File: config.mk
export PLATFORM = sky130hd
export DESIGN_NAME = led_scan_display
export DESIGN_NICKNAME = d
export VERILOG_FILES = /design/src/rtl/led_scan_display.sv
export SDC_FILE = /design/constraint.sdc
export NUM_CORES = 1
export LEC_CHECK = 0
export ABC_AREA = 0
export CORE_MARGIN = 3
export CORE_UTILIZATION = 35
export CTS_CLUSTER_DIAMETER = 80
export DETAILED_ROUTE_END_ITERATION = 6
export GPL_TIMING_DRIVEN = 0
export PLACE_DENSITY = 0.63
export REMOVE_ABC_BUFFERS = 1
export SETUP_SLACK_MARGIN = 0.3
export SKIP_LAST_GASP = 1
export SYNTH_ARGS = -nofsm -noshare
export SYNTH_HDL_FRONTEND = slang
export SYNTH_SLANG_ARGS = --single-unit
File: constraint.sdc
create_clock -name clk -period 5.4 [get_ports clk]
set_input_delay 1.08 -clock clk [delete_from_list [all_inputs] [get_ports clk]]
set_output_delay 1.08 -clock clk [all_outputs]
set_load 0.005 [all_outputs]
File: src/rtl/led_scan_display.sv
`default_nettype none
// ============================================================================
// Module   : led_scan_display
// Purpose  : Displays the CPU's syscall-34 value or one of its performance
//            counters as 8 hex digits on a time-multiplexed, active-low
//            seven-segment display. The value is snapshotted once per frame
//            so that one frame never mixes digits from two values.
// Revision : 1.0 - initial release
// ----------------------------------------------------------------------------
// Parameters
//   SCAN_DIV            clk cycles per digit slot (2 .. 2^24)
// Ports
//   clk                 system clock (shared with the CPU)
//   rst                 asynchronous, active-high reset
//   led_cpu_enable      syscall-34 strobe, level-sampled
//   led_data_in[31:0]   value latched while led_cpu_enable is high
//   total_cycles[31:0]  CPU cycle counter
//   condi_branch_num    CPU conditional-branch counter
//   uncondi_branch_num  CPU unconditional-branch counter
//   disp_sel[1:0]       0 latched value, 1 cycles, 2 cond br, 3 uncond br
//   an[7:0]             digit enables, active-low, an[0] = rightmost digit
//   seg[6:0]            segments {g,f,e,d,c,b,a}, active-low
//   dp                  decimal point, active-low
//   data_valid          set once any syscall-34 value has been latched
// Build option
//   LED_LEADING_ZERO_BLANK_EN  when defined, digits above the most
//                              significant nonzero nibble are blanked
//                              (digit 0 always shown)
// ============================================================================
module led_scan_display #(
  parameter int SCAN_DIV = 100000
) (
  input  logic        clk,
  input  logic        rst,
  input  logic        led_cpu_enable,
  input  logic [31:0] led_data_in,
  input  logic [31:0] total_cycles,
  input  logic [31:0] condi_branch_num,
  input  logic [31:0] uncondi_branch_num,
  input  logic [1:0]  disp_sel,
  output logic [7:0]  an,
  output logic [6:0]  seg,
  output logic        dp,
  output logic        data_valid
);

  localparam logic [23:0] c_TICK_AT = 24'(SCAN_DIV - 1);

  logic [31:0] r_sys_val;
  logic        r_data_valid;
  logic [23:0] r_presc;
  logic [2:0]  r_idx;
  logic [31:0] r_shown;
  logic [7:0]  r_an;
  logic [6:0]  r_seg;
  logic        r_dp;

  logic        w_tick;
  logic        w_wrap;
  logic [2:0]  w_idx_nxt;
  logic [31:0] w_src;
  logic [31:0] w_frame;
  logic [3:0]  w_nib;
  logic [6:0]  w_seg_dec;
  logic        w_blank;
  logic [7:0]  w_an_nxt;
  logic [6:0]  w_seg_nxt;
  logic        w_dp_nxt;

  // --------------------------------------------------------------------------
  // Syscall-34 latch
  // --------------------------------------------------------------------------
  always_ff @(posedge clk or posedge rst) begin
    if (rst) begin
      r_sys_val    <= 32'd0;
      r_data_valid <= 1'b0;
    end else if (led_cpu_enable) begin
      r_sys_val    <= led_data_in;
      r_data_valid <= 1'b1;
    end
  end

  // --------------------------------------------------------------------------
  // Digit-slot prescaler
  // --------------------------------------------------------------------------
  assign w_tick = (r_presc == c_TICK_AT);

  always_ff @(posedge clk or posedge rst) begin
    if (rst) begin
      r_presc <= 24'd0;
    end else if (w_tick) begin
      r_presc <= 24'd0;
    end else begin
      r_presc <= r_presc + 24'd1;
    end
  end

  // --------------------------------------------------------------------------
  // Source select and frame value
  // --------------------------------------------------------------------------
  always_comb begin
    w_src = r_sys_val;
    case (disp_sel)
      2'd0:    w_src = r_sys_val;
      2'd1:    w_src = total_cycles;
      2'd2:    w_src = condi_branch_num;
      default: w_src = uncondi_branch_num;
    endcase
  end

  assign w_idx_nxt = r_idx + 3'd1;
  assign w_wrap    = w_tick && (r_idx == 3'd7);

  // Digit 0 of a new frame is drawn from the value being snapshotted on the
  // same edge, so the whole frame comes from one coherent value. The latch
  // loads on that edge too, so the snapshot still sees the old r_sys_val.
  assign w_frame = (r_idx == 3'd7) ? w_src : r_shown;
  assign w_nib   = w_frame[{w_idx_nxt, 2'b00} +: 4];

  always_comb begin
    w_seg_dec = 7'h7F;
    case (w_nib)
      4'h0: w_seg_dec = 7'h40;
      4'h1: w_seg_dec = 7'h79;
      4'h2: w_seg_dec = 7'h24;
      4'h3: w_seg_dec = 7'h30;
      4'h4: w_seg_dec = 7'h19;
      4'h5: w_seg_dec = 7'h12;
      4'h6: w_seg_dec = 7'h02;
      4'h7: w_seg_dec = 7'h78;
      4'h8: w_seg_dec = 7'h00;
      4'h9: w_seg_dec = 7'h10;
      4'hA: w_seg_dec = 7'h08;
      4'hB: w_seg_dec = 7'h03;
      4'hC: w_seg_dec = 7'h46;
      4'hD: w_seg_dec = 7'h21;
      4'hE: w_seg_dec = 7'h06;
      default: w_seg_dec = 7'h0E;
    endcase
  end

`ifdef LED_LEADING_ZERO_BLANK_EN
  // Index of the most significant nonzero nibble; 0 when the value is zero,
  // which keeps digit 0 lit.
  logic [2:0] w_msn;
  always_comb begin
    w_msn = 3'd0;
    for (int i = 1; i < 8; i++) begin
      if (w_frame[4*i +: 4] != 4'h0) begin
        w_msn = 3'(i);
      end
    end
  end
  assign w_blank = (w_idx_nxt > w_msn);
`else
  assign w_blank = 1'b0;
`endif

  assign w_an_nxt  = w_blank ? 8'hFF : ~(8'd1 << w_idx_nxt);
  assign w_seg_nxt = w_blank ? 7'h7F : w_seg_dec;
  assign w_dp_nxt  = ~((w_idx_nxt == 3'd0) && (disp_sel == 2'd0) && r_data_valid);

  // --------------------------------------------------------------------------
  // Scan index, frame snapshot and output register
  // --------------------------------------------------------------------------
  always_ff @(posedge clk or posedge rst) begin
    if (rst) begin
      r_idx   <= 3'd7;
      r_shown <= 32'd0;
      r_an    <= 8'hFF;
      r_seg   <= 7'h7F;
      r_dp    <= 1'b1;
    end else if (w_tick) begin
      r_idx <= w_idx_nxt;
      if (w_wrap) begin
        r_shown <= w_src;
      end
      r_an  <= w_an_nxt;
      r_seg <= w_seg_nxt;
      r_dp  <= w_dp_nxt;
    end
  end

  assign an         = r_an;
  assign seg        = r_seg;
  assign dp         = r_dp;
  assign data_valid = r_data_valid;

endmodule
`default_nettype wire

Word level (Yosys, flattened, before mapping). Memory sizes are Yosys's and may differ from the RTL's. A register that Yosys moved wholly into a read port is not among the register bits. Index checks and enable logic that the tools add are counted.

Register bits: 101. Logic and storage cells: 27. Memories kept: 1. Input port bits: 133. ROM bits: 112. Output and inout bits: 17.

Equal/unequal tests: 4. Reductions and logical operators: 6. Bitwise gates (word level): 2. $add $sub $neg: 2. Muxes and demuxes: 3. Shift-type cells: 2.

Memory list: (name not given) (words 16, bits a word 7, rd ports 1, clocked after memory_dff 1, write ports 0, RTL line 122) `case (w_nib)`.

Operators by type and width (number): one-hot mux 32 bit (3 select lines) (1); 2-to-1 mux 32 bit (1); variable part select 32 x 6 -> 4 bit (1); adder 24 x 1 -> 24 bit, second input constant (1); == test 24 x 17 -> 1 bit, second input constant (1); 2-to-1 mux 24 bit (1); inverter 8 bit (1); << shifter 1 x 3 -> 8 bit, first input constant (1); adder 3 x 1 -> 3 bit, second input constant (1); == test 3 bit, second input constant (1); logical AND 1 bit (3); zero test 3 bit (1); == test 2 x 1 -> 1 bit, second input constant (1); == test 2 bit, second input constant (1); zero test 2 bit (1); AND reduction 2 bit (1); inverter 1 bit (1).

Depth between registers and ports, before layout.
Depth after elaboration: 5. Depth in mapped cells: 15. Depth with buffers taken out: 13.

Worst setup path after synthesis. OpenSTA, ideal clock, no wires.

Kind: input-to-reg. From: input disp_sel[1]. To: register r_seg[3], in the netlist seg[3]. Required time: 5323 ps. Buffers on the path: 1. Slack: 2110 ps. Setup time: 77 ps. Arrival time: 3213 ps. Stages on the path: 8. Path through: buf_6 > mux4_2 > mux4_2 > o21ai_1 > a22o_1 > ha_1 > a211o_1 > a31oi_1.

Word-level cells in the longest chain between the ends: 4. Elaborated cells between the ends (all ways): 6. Classes of those cells: eq/ne (2); shift (1); mux (2); reduce/logical (1).

RTL lines: start, declared (RTL line 40) `input logic [1:0] disp_sel,`; == test 2 bit (tied with other cells) (RTL line 103) `case (disp_sel)`; one-hot mux 32 bit (3 select lines) (*) (RTL line 103); 2-to-1 mux 32 bit (*) (RTL line 117) `assign w_frame = (r_idx == 3'd7) ? w_src : r_shown;`; variable part select 32 x 6 -> 4 bit (*) (RTL line 118) `assign w_nib = w_frame[{w_idx_nxt, 2'b00} +: 4];`; end, declared (RTL line 55) `logic [6:0] r_seg;`.

Every way passes the cells marked *; elsewhere a longest branch is shown, timed or not. A chain may end at the register's enable or synchronous reset.

Final worst setup path.
From: register r_idx[0]. To: register r_seg[3], in the netlist seg[3].

Word-level cells in the longest chain between the ends: 3. Elaborated cells between the ends (all ways): 4. Classes of those cells: add/sub (1); eq/ne (1); shift (1); mux (1).

RTL lines: start, declared (RTL line 52) `logic [2:0] r_idx;`; start signal, assigned (RTL line 174) `r_idx <= w_idx_nxt;`; branches (longest 2 deep; another with adder 3 x 1 -> 3 bit); variable part select 32 x 6 -> 4 bit (*) (RTL line 118).

Every way passes the cells marked *.

==> impl_metrics.json <==
{
  "status": "finished clean",
  "hold_slack_ps": 472,
  "synthFlopType": "dfrtp_1",
  "design_area_mm2": 0.00803,
  "diodes": 0,
  "ant_nets": 0,
  "p_leak_nw": 3.24,
  "synth-seq-area-share": 0.447,
  "netlist-cell-type-count": 55,
  "yosys.area.top_type": "dfrtp_1",
  "ctsResizeCount": 0,
  "hold_class": "reg -> reg",
  "ys_ff_latch": 108,
  "drc": 0,
  "setup_ws_ps": 1400,
  "ys_warn_count": 0,
  "finalSetupTns_ps": 0,
  "gp_congestion": 0.860,
  "drtIter0Drc": 209,
  "critical_path_required_ps": 5680,
  "timing.max_cap.violations": 0,
  "path_clk_slew_ps": 70,
  "antenna_found_initial": 0,
  "vias_per_cell": 5.12,
  "grt_pass1_vias": 4842,
  "overflow": 0,
  "nets": 803,
  "synthArstFlopShare": 1.00,
  "setup_viol_count_final": 0,
  "criticalPathCategory": "reg -> reg",
  "fp.dieH_um": 138,
  "vias": 4512,
  "wl_per_cell_um": 16.7,
  "grt_max_degree": 58,
  "clk_latency_ps": 350,
  "htreeDepth": 3,
  "tightest_slew_ps": 914,
  "die-width_um": 138,
  "cp-end-kind": "flip-flop",
  "relSlewSlack": 0.390,
  "finalMaxSlewViolations": 0,
  "regArea_mm2": 0.00273,
  "fin_crit_sh": 0.740,
  "area_delta_synth_final_pct": 31.7,
  "portBuffers": 149,
  "clockRootBuffer": "clkbuf_16",
  "cts_tree": "done",
  "syn_area_per_cell_um2": 11.6,
  "syn-cell-area_mm2": 0.00610,
  "cts_setup_buffers": 0,
  "drive_gt1_frac": 0.207,
  "synthTopCellsByCount": "89 x dfrtp_1, 61 x mux2_2, 50 x nor2_1",
  "io_pins": 150,
  "vdd_ir_drop_max_v": 0.000144,
  "final_hold_viol_count": 0,
  "startpoint_type": "flip-flop",
  "synth_top_area_share": 0.365,
  "placed_area_mm2": 0.00774,
  "power_per_cell_area_mw_per_mm2": 223,
  "fp.coreArea_mm2": 0.0168,
  "grt_usage": 0.158,
  "cp_max_fo": 38,
  "dp_hpwl_um": 10900,
  "firstDrtPassIters": 4,
  "clock.fmax_mhz": 250,
  "utilization": 0.478,
  "std_cell_rows": 47,
  "netlist_instances": 525,
  "synth.area.top_cells": "dfrtp_1 37%, mux2_2 11%, mux4_2 8.5%, dfstp_2 8.2%, mux2i_1 3.6%",
  "nFillCells": 1540,
  "clk_path_buf_depth": 2,
  "postCtsHoldBufs": 0,
  "rsz0062_at_grt": "false",
  "grt_pass1_wl_um": 24600,
  "start_util": 0.363,
  "multi_input_area_mm2": 0.00310,
  "cts.sinks": 108,
  "routed_wl_um": 14700,
  "preCtsSetupSlack_ps": 1250,
  "synth.most_common_cell": "dfrtp_1",
  "final.setup_skew_ps": 7.10,
  "fin_crit_ps": 4000,
  "cts-buffers-inserted": 9,
  "arrival_ps": 4270,
  "die_area_mm2": 0.0190,
  "synth-edff-count": 0
}
-- cells in the final DEF (no fill, tap or decap), drive strengths merged, types with 5 or more instances in the layout --
master,synthesis,final
nor2,50,50
mux2i,22,22
a31oi,9,9
buf,20,7
nand3,20,20
dfstp,19,19
a211oi,8,8
nand2,32,32
xnor2,13,13
mux4,27,27
xor2,9,9
nand4,9,9
a21oi,14,14
o21ai,21,21
inv,19,20
ha,13,13
clkdlybuf4s50,0,146
clkbuf,12,13
mux2,61,61
a22oi,5,5
nor2b,6,6
dfrtp,89,89
-- area by class of cell --
class,instances,share of cell area
clock inverter,3,0.00202
clock buffer,13,0.0350
multi-input combinational,365,0.386
timing repair buffer,153,0.194
inverter,20,0.00966
sequential,108,0.339
tap,220,0.0343
-- worst max-delay path: stages (launching register included) --
cell and delay [ps]:
dfstp_2 800, ha_1 260, ha_2 800, inv_1 440, a21o_1 280, a21oi_1 120, a211o_1 130, a31o_2 240
ha_1 230, inv_1 100, nor3_1 200, o21ai_0 140, a31oi_1 200
-- flip-flops by register name, summed over array words and instances, names as in the netlist --
signal,flops
r_sys_val,32
r_shown,32
an,8
r_presc,24
r_idx,3
seg,7
dp,1
data_valid,1
-- logic make-up (layout without fill, tap and decap cells) --
| family | count (synthesis) | after routing | share of synthesized area |
|---|---|---|---|
| multiplexers | 110 | 110 | 0.251 |
| AND/OR/NAND/NOR | 140 | 140 | 0.109 |
| buffers and inverters | 52 | 189 | 0.0462 |
| flip-flops | 108 | 108 | 0.447 |
| AO/OA/AOI/OAI | 80 | 80 | 0.0888 |
| XOR/XNOR | 22 | 22 | 0.0316 |
| adder cells (fa/ha/maj) | 13 | 13 | 0.0267 |
-- layer usage --
layer | track usage | vias up | share of wire
li1 | - | 2174 | -
met1 | 0.206 | 2201 | 0.44
met2 | 0.260 | 122 | 0.50
met3 | 0.0397 | 15 | 0.048
met4 | 0.0489 | 0 | 0.014
met5 | 0 | - | 0
-- final timing paths --
kind | startpoint | endpoint | slack (ps) | cells after the start
worst min-delay path | r_presc[23] | r_presc[23] | 470 | 1
worst min register to register | r_presc[23] | r_presc[23] | 470 | 1
min in group asynchronous | rst | r_presc[19] | 1200 | 2
worst max register to register | r_idx[0] | seg[3] | 1400 | 12
worst max-delay path | r_idx[0] | seg[3] | 1400 | 12
max in group asynchronous | rst | an[7] | 3430 | 3
-- stage by stage --
stage          instances  total power [W]
3_5_place_dp         866          0.00116
4_1_cts              882          0.00183
5_1_grt              882          0.00188
3_3_place_gp         862          0.00115
2_1_floorplan        493          0.00101
6_report             882          0.00180
-- power by group --
| group | total (W) | internal [W] | switching [W] | leakage, nW |
|---|---|---|---|---|
| clock | 0.000656 | 0.000365 | 0.000291 | 0.151 |
| combinational | 0.000270 | 0.000176 | 0.0000936 | 1.82 |
| sequential | 0.000869 | 0.000850 | 0.0000191 | 1.27 |
Power figures use the tool's default switching activity.
